`config.mk`:
```
export PLATFORM = sky130hd
export DESIGN_NAME = burst_arbiter_flat
export DESIGN_NICKNAME = d
export VERILOG_FILES = /design/src/rtl/burst_arbiter_if.sv /design/src/rtl/burst_arbiter.sv /design/src/flat_wrapper.sv
export SDC_FILE = /design/constraint.sdc
export NUM_CORES = 1
export LEC_CHECK = 0
export CORE_MARGIN = 4
export CORE_UTILIZATION = 36
export CTS_CLUSTER_SIZE = 14
export DETAILED_ROUTE_END_ITERATION = 10
export PLACE_DENSITY = 0.8
export RECOVER_POWER = 100
export SLEW_MARGIN = 20
export SYNTH_ARGS = -nofsm -noshare
export SYNTH_HDL_FRONTEND = slang
export SYNTH_SLANG_ARGS = --single-unit
```
`constraint.sdc`:
```
create_clock -name clk -period 2.55 [get_ports clk]
set_clock_uncertainty 0.1 [all_clocks]
set_input_delay 0.51 -clock clk [delete_from_list [all_inputs] [get_ports clk]]
set_output_delay 0.51 -clock clk [all_outputs]
set_load 0.005 [all_outputs]
```
`src/rtl/burst_arbiter_if.sv`:
```
// Handshake bundle between the requesters, the burst arbiter and the downstream sink.
// The slave modport is the arbiter's view; the master modport is the requester/sink side.
interface burst_arbiter_if #(
  parameter int INPUTS = 4,
  parameter int DATA_W = 8,
  parameter int LEN_W  = 4
);
  localparam int SRC_W = (INPUTS > 2) ? $clog2(INPUTS) : 1;

  logic [INPUTS-1:0]        req_valid;
  logic [INPUTS*DATA_W-1:0] req_data;
  logic [INPUTS*LEN_W-1:0]  req_len;
  logic [INPUTS-1:0]        req_ready;
  logic                     out_valid;
  logic [DATA_W-1:0]        out_data;
  logic                     out_last;
  logic [SRC_W-1:0]         out_src;
  logic                     out_ready;
  logic                     busy;

  modport slave (
    input  req_valid, req_data, req_len, out_ready,
    output req_ready, out_valid, out_data, out_last, out_src, busy
  );

  modport master (
    output req_valid, req_data, req_len, out_ready,
    input  req_ready, out_valid, out_data, out_last, out_src, busy
  );
endinterface

```
`src/rtl/burst_arbiter.sv`:
```
// Fixed-priority, non-preemptive burst arbiter: the lowest-index requester wins in IDLE
// and owns the output for req_len+1 beats, with one bubble cycle between bursts.
module burst_arbiter #(
  parameter int INPUTS = 4,
  parameter int DATA_W = 8,
  parameter int LEN_W  = 4
) (
  input  logic           clk,
  input  logic           rst,
  burst_arbiter_if.slave bus
);
  localparam int SRC_W = (INPUTS > 2) ? $clog2(INPUTS) : 1;

  typedef enum logic [0:0] {
    IDLE  = 1'b0,
    BURST = 1'b1
  } state_e;

  state_e            state_q, state_d;
  logic [SRC_W-1:0]  owner_q, owner_d;
  logic [LEN_W-1:0]  cnt_q, cnt_d;
  logic [DATA_W-1:0] data_q, data_d;

  logic [DATA_W-1:0] data_arr [INPUTS];
  logic [LEN_W-1:0]  len_arr  [INPUTS];
  logic [SRC_W-1:0]  winner;
  logic              owner_valid;
  logic              xfer;
  logic              cnt_zero;

  logic [INPUTS-1:0] req_ready;
  logic              out_valid;
  logic [DATA_W-1:0] out_data;
  logic              out_last;
  logic              busy;

  // unpack the flat per-requester buses
  always_comb begin
    for (int i = 0; i < INPUTS; i++) begin
      data_arr[i] = bus.req_data[i*DATA_W +: DATA_W];
      len_arr[i]  = bus.req_len[i*LEN_W +: LEN_W];
    end
  end

  // fixed priority: scanning downward leaves the lowest asserted index as winner
  always_comb begin
    winner = {SRC_W{1'b0}};
    for (int i = INPUTS - 1; i >= 0; i--) begin
      winner = bus.req_valid[i] ? SRC_W'(i) : winner;
    end
  end

  assign owner_valid = bus.req_valid[owner_q];
  assign cnt_zero    = (cnt_q == {LEN_W{1'b0}});
  assign xfer        = (state_q == BURST) && owner_valid && bus.out_ready;

  // state, owner, beat counter and held output data registers
  always_ff @(posedge clk) begin
    if (rst) begin
      state_q <= IDLE;
      owner_q <= {SRC_W{1'b0}};
      cnt_q   <= {LEN_W{1'b0}};
      data_q  <= {DATA_W{1'b0}};
    end else begin
      state_q <= state_d;
      owner_q <= owner_d;
      cnt_q   <= cnt_d;
      data_q  <= data_d;
    end
  end

  // next-state: arbitrate in IDLE, count beats in BURST
  always_comb begin
    state_d = state_q;
    owner_d = owner_q;
    cnt_d   = cnt_q;
    data_d  = data_q;
    case (state_q)
      IDLE: begin
        if (|bus.req_valid) begin
          state_d = BURST;
          owner_d = winner;
          cnt_d   = len_arr[winner];
        end else begin
          state_d = IDLE;
        end
      end
      BURST: begin
        // out_data must hold whatever the last BURST cycle showed once we drop to IDLE
        data_d = data_arr[owner_q];
        if (xfer && cnt_zero) begin
          state_d = IDLE;
        end else if (xfer) begin
          cnt_d = cnt_q - LEN_W'(1'b1);
        end else begin
          state_d = BURST;
        end
      end
      default: begin
        state_d = IDLE;
      end
    endcase
  end

  // outputs: the owner's lane is muxed through only while in BURST
  always_comb begin
    req_ready = {INPUTS{1'b0}};
    out_valid = 1'b0;
    out_last  = 1'b0;
    busy      = 1'b0;
    out_data  = data_q;
    case (state_q)
      IDLE: begin
        busy = 1'b0;
      end
      BURST: begin
        busy      = 1'b1;
        out_valid = owner_valid;
        out_last  = owner_valid && cnt_zero;
        out_data  = data_arr[owner_q];
        for (int i = 0; i < INPUTS; i++) begin
          req_ready[i] = (owner_q == SRC_W'(i)) && bus.out_ready;
        end
      end
      default: begin
        busy = 1'b0;
      end
    endcase
  end

  assign bus.req_ready = req_ready;
  assign bus.out_valid = out_valid;
  assign bus.out_data  = out_data;
  assign bus.out_last  = out_last;
  assign bus.out_src   = owner_q;
  assign bus.busy      = busy;
endmodule

```
`src/flat_wrapper.sv`:
```
// flat-port wrapper written by rule: the top's interface ports become plain ports
module burst_arbiter_flat 
#(
  parameter int INPUTS = 4,
  parameter int DATA_W = 8,
  parameter int LEN_W  = 4
)
  (clk, rst, bus_req_valid, bus_req_data, bus_req_len, bus_out_ready, bus_req_ready, bus_out_valid, bus_out_data, bus_out_last, bus_out_src, bus_busy);
  burst_arbiter_if #(.INPUTS(INPUTS), .DATA_W(DATA_W), .LEN_W(LEN_W)) bus_i ();
  input  logic clk;
  input  logic rst;
  input wire logic [$bits(bus_i.req_valid)-1:0] bus_req_valid;
  input wire logic [$bits(bus_i.req_data)-1:0] bus_req_data;
  input wire logic [$bits(bus_i.req_len)-1:0] bus_req_len;
  input wire logic [$bits(bus_i.out_ready)-1:0] bus_out_ready;
  output wire logic [$bits(bus_i.req_ready)-1:0] bus_req_ready;
  output wire logic [$bits(bus_i.out_valid)-1:0] bus_out_valid;
  output wire logic [$bits(bus_i.out_data)-1:0] bus_out_data;
  output wire logic [$bits(bus_i.out_last)-1:0] bus_out_last;
  output wire logic [$bits(bus_i.out_src)-1:0] bus_out_src;
  output wire logic [$bits(bus_i.busy)-1:0] bus_busy;
  assign bus_i.req_valid = bus_req_valid;
  assign bus_i.req_data = bus_req_data;
  assign bus_i.req_len = bus_req_len;
  assign bus_i.out_ready = bus_out_ready;
  assign bus_req_ready = bus_i.req_ready;
  assign bus_out_valid = bus_i.out_valid;
  assign bus_out_data = bus_i.out_data;
  assign bus_out_last = bus_i.out_last;
  assign bus_out_src = bus_i.out_src;
  assign bus_busy = bus_i.busy;
  burst_arbiter #(.INPUTS(INPUTS), .DATA_W(DATA_W), .LEN_W(LEN_W)) u_core (.clk(clk), .rst(rst), .bus(bus_i));
endmodule
```
# Word-level counts from Yosys, hierarchy flattened
# Cells that the tools add are included.
# classes
add_sub_neg	1
mul	0
div	0
magnitude_cmp	3
n_eq_ne	6
shift	0
muxes	24
bitwise	3
n_reduce_logical	13
# op_table
op	n
4-bit two-way mux	6
8-bit two-way mux	3
8-bit binary-select mux with 2-bit select	1
4-bit binary-select mux with 2-bit select	1
1-bit logical AND	8
2-bit two-way mux	4
4-bit one-hot mux with 2 select lines	1
3-bit greater-or-equal comparator, second input constant	2
2-bit inverter with 3-bit output	2
1-bit two-way mux	5
2-bit == test, second input constant	2
4-bit logical NOT	1
2-bit inequality test, second input constant	2
1-bit one-hot mux with 2 select lines	2
4-bit OR reduction	1
4-bit by 1-bit subtractor with 4-bit output, second input constant	1
2-bit by 3-bit less-than comparator with 1-bit output, second input constant	1
3-bit AND reduction	1
1-bit binary-select mux with 2-bit select	1
2-bit by 1-bit == test with 1-bit output, second input constant	1
2-bit logical NOT	1
2-bit by 1-bit inequality test with 1-bit output, second input constant	1
2-bit AND reduction	1
1-bit inverter	1
# totals
register_bits	15
latch_bits	0
ramBits	0
mem_bits_ro	0
inputBits	55
output_inout_bits	17
wordCells	54
mem_count	0

# Longest topological paths before layout
# Gate-level depths: netlist (run 1).
# logic_depth
word_depth	10
ltp_mapped	7
ltp_nobuf	7

# Worst setup path after synthesis (run 1)
# Ideal clock, no wire load.
# synth_path
path_type	register -> output
start	register u_core.owner_q[0] (netlist: u_core.bus.out_src[0])
end	output port bus_out_data[1]
arrival_time_ns	1.511
required_ns	1.940
setup_slack_ns	0.429
stages_incl_launch_ff	4
n_path_buf	1
cell_sequence	dfxtp_1 > buf_2 > mux4_2 > mux2_2
# synth_between
elab_chain_cells	5
# synth_rtl
element	line	rtl
from (decl)	burst_arbiter.sv:20	logic [SRC_W-1:0] owner_q, owner_d;
from (signal assigned)	burst_arbiter.sv:61	owner_q <= {SRC_W{1'b0}};
from (signal assigned)	burst_arbiter.sv:66	owner_q <= owner_d;
2-bit inverter with 3-bit output (implied by the code)	burst_arbiter.sv:120	out_data = data_arr[owner_q];
8-bit binary-select mux with 2-bit select	burst_arbiter.sv:120	
8-bit two-way mux (implied by the code) (2 in a row)	burst_arbiter.sv:120	
8-bit two-way mux	burst_arbiter.sv:112	case (state_q)
to (decl)	flat_wrapper.sv:18	output wire logic [$bits(bus_i.out_data)-1:0] bus_out_data;
# No other way between the ends. The select of a mux whose other input is x is not followed.

# Worst setup path after layout (run 1)
# layout_path
start	input port bus_req_data[24]
end	output port bus_out_data[0]
# layout_between
elab_chain_cells	4
# layout_rtl
element	line	rtl
from (decl)	flat_wrapper.sv:13	input wire logic [$bits(bus_i.req_data)-1:0] bus_req_data;
8-bit binary-select mux with 2-bit select	burst_arbiter.sv:120	
8-bit two-way mux (implied by the code) (2 in a row)	burst_arbiter.sv:120	
8-bit two-way mux	burst_arbiter.sv:112	
# No other way between the ends. The select of a mux whose other input is x is not followed.

==> flow_summary.json, run 1 <==
{
  "cts_buffers": 3,
  "clk_pin_slew_ns": 0.09,
  "max-cap-violations": 0,
  "cts-root-buf": "clkbuf_4",
  "min_to": "u_core.cnt_q[2]",
  "postCtsSetupBuffers": 0,
  "layout-drive-gt1-share_pct": 20.4,
  "ys_ff_latch": 15,
  "synth-async-reset-ratio_pct": 0,
  "min_period_ns": 2.52,
  "cts_tree": "built",
  "min_path_cells": 2,
  "place_congestion": 0.748,
  "die_area_um2": 4050,
  "synth_edf_count": 0,
  "cts_hold_buf": 0,
  "clockBufferDepth": 2,
  "hpwl_mm": 3.01,
  "hold_viol": 0,
  "r2r_cells": 5,
  "drt-wirelength-per-cell_um": 15.7,
  "coreArea_um2": 2850,
  "max_freq_mhz": 397,
  "cts.htree.levels": 1,
  "status": "finished, final reports clean",
  "synthFlopType": "dfxtp_1",
  "rsz0062_at_grt": "no",
  "final_max_slew_viol_count": 0,
  "critPathLaunchType": "input pin",
  "syn_to_final_growth_pct": 74.0,
  "synth_nets": 173,
  "antenna_found_initial": 0,
  "remaining_drc_errors": 0,
  "overflow": 0,
  "syn_area_um2": 1110,
  "power.density_nw_per_um2": 400,
  "ys_warn_count": 0,
  "r2r_start": "u_core.bus.out_src[0]",
  "drt_iter0_markers": 60,
  "ff2ff_setup_slack_ns": 0.40,
  "track_usage_pct": 17.7,
  "synth.distinct_cells": 33,
  "period_share_pct": 98.8,
  "n_antenna_cell": 0,
  "end_kind": "output pin",
  "grt_pass1_vias": 1249,
  "worstPathRequired_ns": 1.94,
  "routed_wl_mm": 3.56,
  "portBuffers": 71,
  "cts_sinks": 15,
  "grt_start_max_net_pins": 19,
  "ir_worst_vdd_v": 0.000248,
  "rows": 19,
  "hold_path.startpoint": "u_core.cnt_q[2]",
  "start_util_pct": 39.1,
  "path_class": "in -> out",
  "ys_seq_area_share_pct": 26.9,
  "pin_count": 72,
  "relSlewSlack_pct": 59.0,
  "syn_inst": 117,
  "via_count": 1223,
  "syn_area_per_cell_um2": 9.53,
  "nNetsFinal": 253,
  "final_util_pct": 68.0,
  "die_x_um": 63.7,
  "drt_first_pass_iters": 4,
  "min_path_type": "reg -> reg",
  "avgViaCountPerCell": 5.39,
  "die_h_um": 63.7,
  "final_common_cell": "clkdlybuf4s50_1",
  "path_max_fanout": 2,
  "grt_first_pass_wirelength_mm": 5.66,
  "final_antenna_net_count": 0,
  "setup_violations": 0,
  "r2r-end": "u_core.cnt_q[3]",
  "crit_arrival_ns": 1.91,
  "finalSetupTns_ns": 0,
  "p_leak_nw": 0.761,
  "worst_pin_slew_ns": 0.608,
  "final_cell_mix": "clkdlybuf4s50_1 (53), nor2_1 (14), dfxtp_1 (14)",
  "insertion_delay_ns": 0.29,
  "fillCellCount": 232
}
[power breakdown]
group / internal (mW) / switching, mW / leakage, nW / total, mW
combinational: 0.230 / 0.131 / 0.622 / 0.361
sequential: 0.259 / 0.0171 / 0.125 / 0.277
clock: 0.0608 / 0.0773 / 0.0150 / 0.138
[worst max-delay path: stages]
cell             delay [ns]
clkdlybuf4s50_1        0.39
mux4_2                 0.46
mux2_2                 0.28
dlygate4sd2_1          0.27
[cells in the mapped netlist (all sizes together), types with 2 or more instances]
cell type	number	area [um^2]
buf	6	40.0
nor2	14	52.6
o22ai	3	18.8
a211oi	2	25.0
inv	6	22.5
dfxtp	15	300
nand3	2	10.0
mux2	8	90.1
a21oi	11	58.8
mux4	9	203
o221ai	2	17.5
nand3b	2	15.0
o21ai	4	20.0
nor2b	11	68.8
nor3	4	20.0
o22a	2	17.5
nand2	2	7.51
a21o	2	17.5
and2	2	13.8
clkbuf	2	7.51
[through the flow]
step | area, um^2 | worst slack, ns | power (mW) | instances | hold slack [ns]
2_1_floorplan | 1110 | 0.429 | 0.464 | 117 | 0.370
3_3_place_gp | 1930 | -0.258 | 0.653 | 223 | 0.382
3_5_place_dp | 1930 | -0.300 | 0.666 | 223 | 0.406
4_1_cts | 1950 | 0.00592 | 0.787 | 227 | 0.420
5_1_grt | 1940 | 0.00117 | 0.826 | 227 | 0.444
6_report | 1940 | 0.0307 | 0.776 | 227 | 0.413
[cell type report]
type,instances,area (um^2),area share (%)
Timing Repair Buffer,83,816,42.1
Multi-Input combinational cell,88,732,37.7
Sequential cell,15,304,15.7
Tap cell,31,38.8,2.00
Clock buffer,4,26.3,1.35
Inverter,6,22.5,1.16
[state kept, by name, indices dropped and copies added, names as in the netlist]
signal / flops
u_core.data_q: 8
u_core.cnt_q: 4
u_core.state_q: 1
u_core.bus.out_src: 2
[layer usage]
layer  up-vias  share of wire [%]  global-route usage, %  routed length, um
met5         -                  0                      0                  0
met4         0                1.1                   5.39                 40
met3         5                7.5                   5.51                267
met2        63                 52                   32.9               1860
met1       564                 39                   18.9               1390
li1        591                  -                      -                  -
[cell families (layout without fill, tap and decap cells)]
group	count (synthesis)	after routing	synth area share, %
AND/OR/NAND/NOR	41	41	19.5
AO/OA/AOI/OAI	29	29	19.9
multiplexers	17	17	26.3
flip-flops	15	15	26.9
buffers and inverters	14	93	6.29
adder cells (fa/ha/maj)	1	1	1.12
[worst max-delay path by stage]
stage / from / to / cells past startpoint
2_1_floorplan: u_core.bus.out_src[0] / bus_out_data[1] / 3
3_3_place_gp: bus_req_valid[3] / bus_out_last / 5
3_5_place_dp: bus_req_valid[3] / bus_out_last / 5
4_1_cts: bus_req_data[30] / bus_out_data[6] / 4
5_1_grt: bus_req_data[24] / bus_out_data[0] / 4
6_report: bus_req_data[24] / bus_out_data[0] / 4
[repair_timing]
item | 4_1_cts | 5_1_grt
gates resized for setup | 16 | 10
cloned | 0 | 0
setup endpoints to repair | 10 | 8
Note: power is estimated with default switching activity, not from simulation.
==> run 2: changes to the inputs <==
--- a/config.mk
+++ b/config.mk
@@ -7,8 +7,10 @@
 export LEC_CHECK = 0
 export CORE_MARGIN = 4
 export CORE_UTILIZATION = 36
+export CTS_CLUSTER_DIAMETER = 120
 export CTS_CLUSTER_SIZE = 14
 export DETAILED_ROUTE_END_ITERATION = 10
+export MAX_ROUTING_LAYER = met4
 export PLACE_DENSITY = 0.8
 export RECOVER_POWER = 100
 export SLEW_MARGIN = 20
==> run 2 against run 1 <==
  * Critical path depth unchanged
  * Highest routed layer unchanged
  * Global-route usage rose by 0.49 points
  * First-iteration DRC count decreased by 8.3%
  * Routed wire length down 0.73%
  * Non-clock buffer count unchanged
  * Clock-buffer cell count did not move
  * Largest cell class unchanged
==> flow_summary.json, run 2 (synthesis results as in run 1) <==
{
  "status": "finished, final reports clean",
  "insertion_delay_ns": 0.29,
  "drt_first_pass_iters": 4,
  "grt_first_pass_wirelength_mm": 5.65,
  "avgViaCountPerCell": 5.39,
  "die_h_um": 63.7,
  "routed_wl_mm": 3.53,
  "die_x_um": 63.7,
  "place_congestion": 0.758,
  "fillCellCount": 232,
  "min_path_type": "reg -> reg",
  "remaining_drc_errors": 0,
  "cts_hold_buf": 0,
  "clk_pin_slew_ns": 0.09,
  "cts.htree.levels": 1,
  "rsz0062_at_grt": "no",
  "grt_start_max_net_pins": 19,
  "worst_pin_slew_ns": 0.608,
  "hold_viol": 0,
  "pin_count": 72,
  "power.density_nw_per_um2": 400,
  "min_period_ns": 2.52,
  "nNetsFinal": 253,
  "max_freq_mhz": 397,
  "worstPathRequired_ns": 1.94,
  "design_area_um2": 1940,
  "via_count": 1224,
  "top_register": "u_core.data_q",
  "largest_register_ffs": 8,
  "fin_cells": 227,
  "final_cell_mix": "clkdlybuf4s50_1 (53), nor2_1 (14), dfxtp_1 (14)",
  "track_usage_pct": 18.2,
  "antenna_found_initial": 0,
  "cts_buffers": 3,
  "drt_iter0_markers": 55,
  "max-cap-violations": 0,
  "hpwl_mm": 3.01,
  "end_kind": "output pin",
  "critPathLaunchType": "input pin",
  "layout-drive-gt1-share_pct": 20.4,
  "drt-wirelength-per-cell_um": 15.6,
  "relSlewSlack_pct": 58.9,
  "final_util_pct": 68.0,
  "start_util_pct": 39.1,
  "finalSetupTns_ns": 0,
  "final_antenna_net_count": 0,
  "ir_worst_vdd_v": 0.000247,
  "setup_violations": 0,
  "cts_tree": "built",
  "crit_arrival_ns": 1.91,
  "portBuffers": 71,
  "clockBufferDepth": 2,
  "cts_sinks": 15,
  "period_share_pct": 98.8,
  "n_antenna_cell": 0,
  "placed_cells": 223,
  "placed_cell_area_um2": 1930,
  "syn_to_final_growth_pct": 74.0,
  "path_class": "in -> out",
  "final_max_slew_viol_count": 0,
  "coreArea_um2": 2850,
  "rows": 19,
  "overflow": 0,
  "grt_pass1_vias": 1250,
  "die_area_um2": 4050,
  "final_common_cell": "clkdlybuf4s50_1",
  "cts-root-buf": "clkbuf_4",
  "path_max_fanout": 2,
  "p_leak_nw": 0.761
}
run 2: metal layers:
layer  vias to the layer above  track usage [%]  part of all wire [%]  wire length (um)
met5                         -                -                     0                 0
met4                         0             5.39                   1.1                40
met3                         5             4.09                   5.8               205
met2                        63             32.9                    52              1840
met1                       565             19.8                    41              1440
li1                        591                -                     -                 -
run 2: final cells by class:
class | count | area (um^2) | share of cell area (%)
clock buffer | 4 | 26.3 | 1.35
inverter | 6 | 22.5 | 1.16
multi-input combinational | 88 | 732 | 37.7
sequential | 15 | 304 | 15.7
tap | 31 | 38.8 | 2.00
timing repair buffer | 83 | 816 | 42.1
run 2: path summary, 6_finish.rpt:
kind / startpoint / endpoint / slack, ns / cells past startpoint
min reg2reg: u_core.cnt_q[2] / u_core.cnt_q[2] / 0.41 / 2
max reg2reg: u_core.bus.out_src[0] / u_core.cnt_q[3] / 0.40 / 5
min: u_core.cnt_q[2] / u_core.cnt_q[2] / 0.41 / 2
max: bus_req_data[24] / bus_out_data[0] / 0.03 / 4
run 2: worst max-delay path: stages:
cell             delay, ns
clkdlybuf4s50_1       0.39
mux4_2                0.46
mux2_2                0.28
dlygate4sd2_1         0.27
run 2: power by group:
part	internal [mW]	switching, mW	total, mW
combinational	0.230	0.131	0.361
clock	0.0609	0.0775	0.138
sequential	0.259	0.0170	0.276
total	0.550	0.226	0.776
run 2: stage by stage:
step	hold WS (ns)	setup WS (ns)	total power [mW]
after global routing	0.444	0.00117	0.825
final	0.414	0.0306	0.776
after global placement	0.382	-0.258	0.653
after detailed placement	0.406	-0.300	0.666
after floorplan	0.370	0.429	0.464
after CTS	0.420	0.00592	0.787
run 2: repair_timing:
item                                   in CTS  in global routing
resized for setup                          16                 10
buffers inserted                            0                  0
setup endpoints to repair                  10                  8
endpoints found under the hold margin       0                  0
==> run 3: changes to the inputs <==
--- a/config.mk
+++ b/config.mk
@@ -7,12 +7,13 @@
 export LEC_CHECK = 0
 export CORE_MARGIN = 4
 export CORE_UTILIZATION = 36
-export CTS_CLUSTER_DIAMETER = 120
+export CTS_CLUSTER_DIAMETER = 40
 export CTS_CLUSTER_SIZE = 14
 export DETAILED_ROUTE_END_ITERATION = 10
 export MAX_ROUTING_LAYER = met4
 export PLACE_DENSITY = 0.8
 export RECOVER_POWER = 100
+export SKIP_CTS_REPAIR_TIMING = 1
 export SLEW_MARGIN = 20
 export SYNTH_ARGS = -nofsm -noshare
 export SYNTH_HDL_FRONTEND = slang
==> run 3 against run 2 <==
  * Clock-buffer cell count unchanged
  * Critical path depth unchanged
  * Power increased by 0.49%
  * Sequential power about the same
  * Setup slack improved by 0.056 ns
  * Critical path type unchanged
  * Critical endpoint is now bus_out_data[3]
  * Highest routed layer unchanged
==> flow_summary.json, run 3 (synthesis results as in run 1) <==
{
  "start_util_pct": 39.1,
  "ir_worst_vdd_v": 0.000215,
  "portBuffers": 71,
  "drt_iter0_markers": 51,
  "setup_violations": 0,
  "crit_arrival_ns": 1.85,
  "track_usage_pct": 18.2,
  "final_cell_mix": "clkdlybuf4s50_1 (52), nor2_1 (14), dlymetal6s2s_1 (14), dfxtp_1 (14)",
  "power.density_nw_per_um2": 394,
  "path_class": "in -> out",
  "pin_count": 72,
  "hold_viol": 0,
  "via_count": 1224,
  "coreArea_um2": 2850,
  "drt_first_pass_iters": 5,
  "top_register": "u_core.data_q",
  "cts.htree.levels": 1,
  "design_area_um2": 1980,
  "worstPathRequired_ns": 1.94,
  "total_power_uw": 780,
  "die_h_um": 63.7,
  "path_max_fanout": 2,
  "cts_tree": "built",
  "switching_share_pct": 28.9,
  "status": "finished, final reports clean",
  "cts_buffers": 3,
  "max_freq_mhz": 406,
  "syn_to_final_growth_pct": 77.7,
  "avgViaCountPerCell": 5.37,
  "place_congestion": 0.758,
  "final_common_cell": "clkdlybuf4s50_1",
  "grt_pass1_vias": 1250,
  "final_util_pct": 69.4,
  "p_seq_share_pct": 35.4,
  "worst_pin_slew_ns": 0.608,
  "routed_wl_mm": 3.58,
  "clk_pin_slew_ns": 0.09,
  "layout-drive-gt1-share_pct": 19.8,
  "p_leak_nw": 0.918,
  "rows": 19,
  "max-cap-violations": 0,
  "dp_slack_ns": -0.300,
  "min_path_type": "reg -> reg",
  "antenna_found_initial": 0,
  "overflow": 0,
  "cts-root-buf": "clkbuf_4",
  "cts_sinks": 15,
  "ff2ff_setup_slack_ns": 0.29,
  "insertion_delay_ns": 0.29,
  "final_max_slew_viol_count": 0,
  "grt_start_max_net_pins": 19,
  "hpwl_mm": 3.01,
  "die_x_um": 63.7,
  "die_area_um2": 4050,
  "critPathLaunchType": "input pin",
  "nNetsFinal": 254,
  "relSlewSlack_pct": 59.0,
  "remaining_drc_errors": 0,
  "setup_ws_ns": 0.0868,
  "drt-wirelength-per-cell_um": 15.7,
  "n_antenna_cell": 0,
  "placed_cell_area_um2": 1930,
  "end_kind": "output pin",
  "rsz0062_at_grt": "no",
  "min_period_ns": 2.46,
  "clockBufferDepth": 2,
  "grt_first_pass_wirelength_mm": 5.65,
  "final_antenna_net_count": 0,
  "clockPowerShare_pct": 18.0,
  "switchingPower_uw": 226,
  "largest_register_ffs": 8,
  "period_share_pct": 96.6,
  "p_comb_share_pct": 46.7,
  "intPower_uw": 554
}
-- run 3: cell types whose count changed in the layout (fill, tap and decap cells not counted), sizes merged --
cell	change
clkdlybuf4s15	-6
dlygate4sd2	-8
clkdlybuf4s50	-1
dlymetal6s2s	+14
buf	+1
dlygate4sd3	+1
-- run 3: worst max-delay path, cell delays in order --
cell	delay, ns
clkdlybuf4s50_1	0.40
mux4_2	0.46
mux2_1	0.32
dlymetal6s2s_1	0.16
-- run 3: layer usage --
layer  track usage, %  vias to the layer above  share of wire (%)
li1                 -                      593                  -
met1             19.8                      555                 41
met2             32.9                       70                 52
met3             4.09                        6                6.0
met4             5.39                        0                1.1
met5                -                        -                  0
-- run 3: path summary, 6_finish.rpt --
path,startpoint,to,depth (start not counted)
max reg2reg,u_core.bus.out_src[0],u_core.cnt_q[3],6
min reg2reg,u_core.cnt_q[2],u_core.cnt_q[2],2
min,u_core.cnt_q[2],u_core.cnt_q[2],2
max,bus_req_data[19],bus_out_data[3],4
-- run 3: area by class of cell --
type / count / area (um^2)
clock buffer: 4 / 26.3
sequential: 15 / 304
tap: 31 / 38.8
inverter: 6 / 22.5
multi-input combinational: 88 / 721
fill: 226 / 872
timing repair buffer: 84 / 868
-- run 3: power groups by stage --
stage | registers (mW) | clock network [mW] | logic, mW
4_1_cts | 0.277 | 0.141 | 0.386
2_1_floorplan | 0.276 | 0 | 0.188
5_1_grt | 0.279 | 0.157 | 0.394
6_report | 0.276 | 0.140 | 0.364
3_3_place_gp | 0.280 | 0 | 0.373
3_5_place_dp | 0.282 | 0 | 0.384
-- run 3: per-stage QoR --
step	cells	setup TNS (ns)	hold WS (ns)
2_1_floorplan	117	0	0.370
3_5_place_dp	223	-1.82	0.406
6_report	228	0	0.414
4_1_cts	227	-2.10	0.420
5_1_grt	228	0	0.444
3_3_place_gp	223	-1.66	0.382
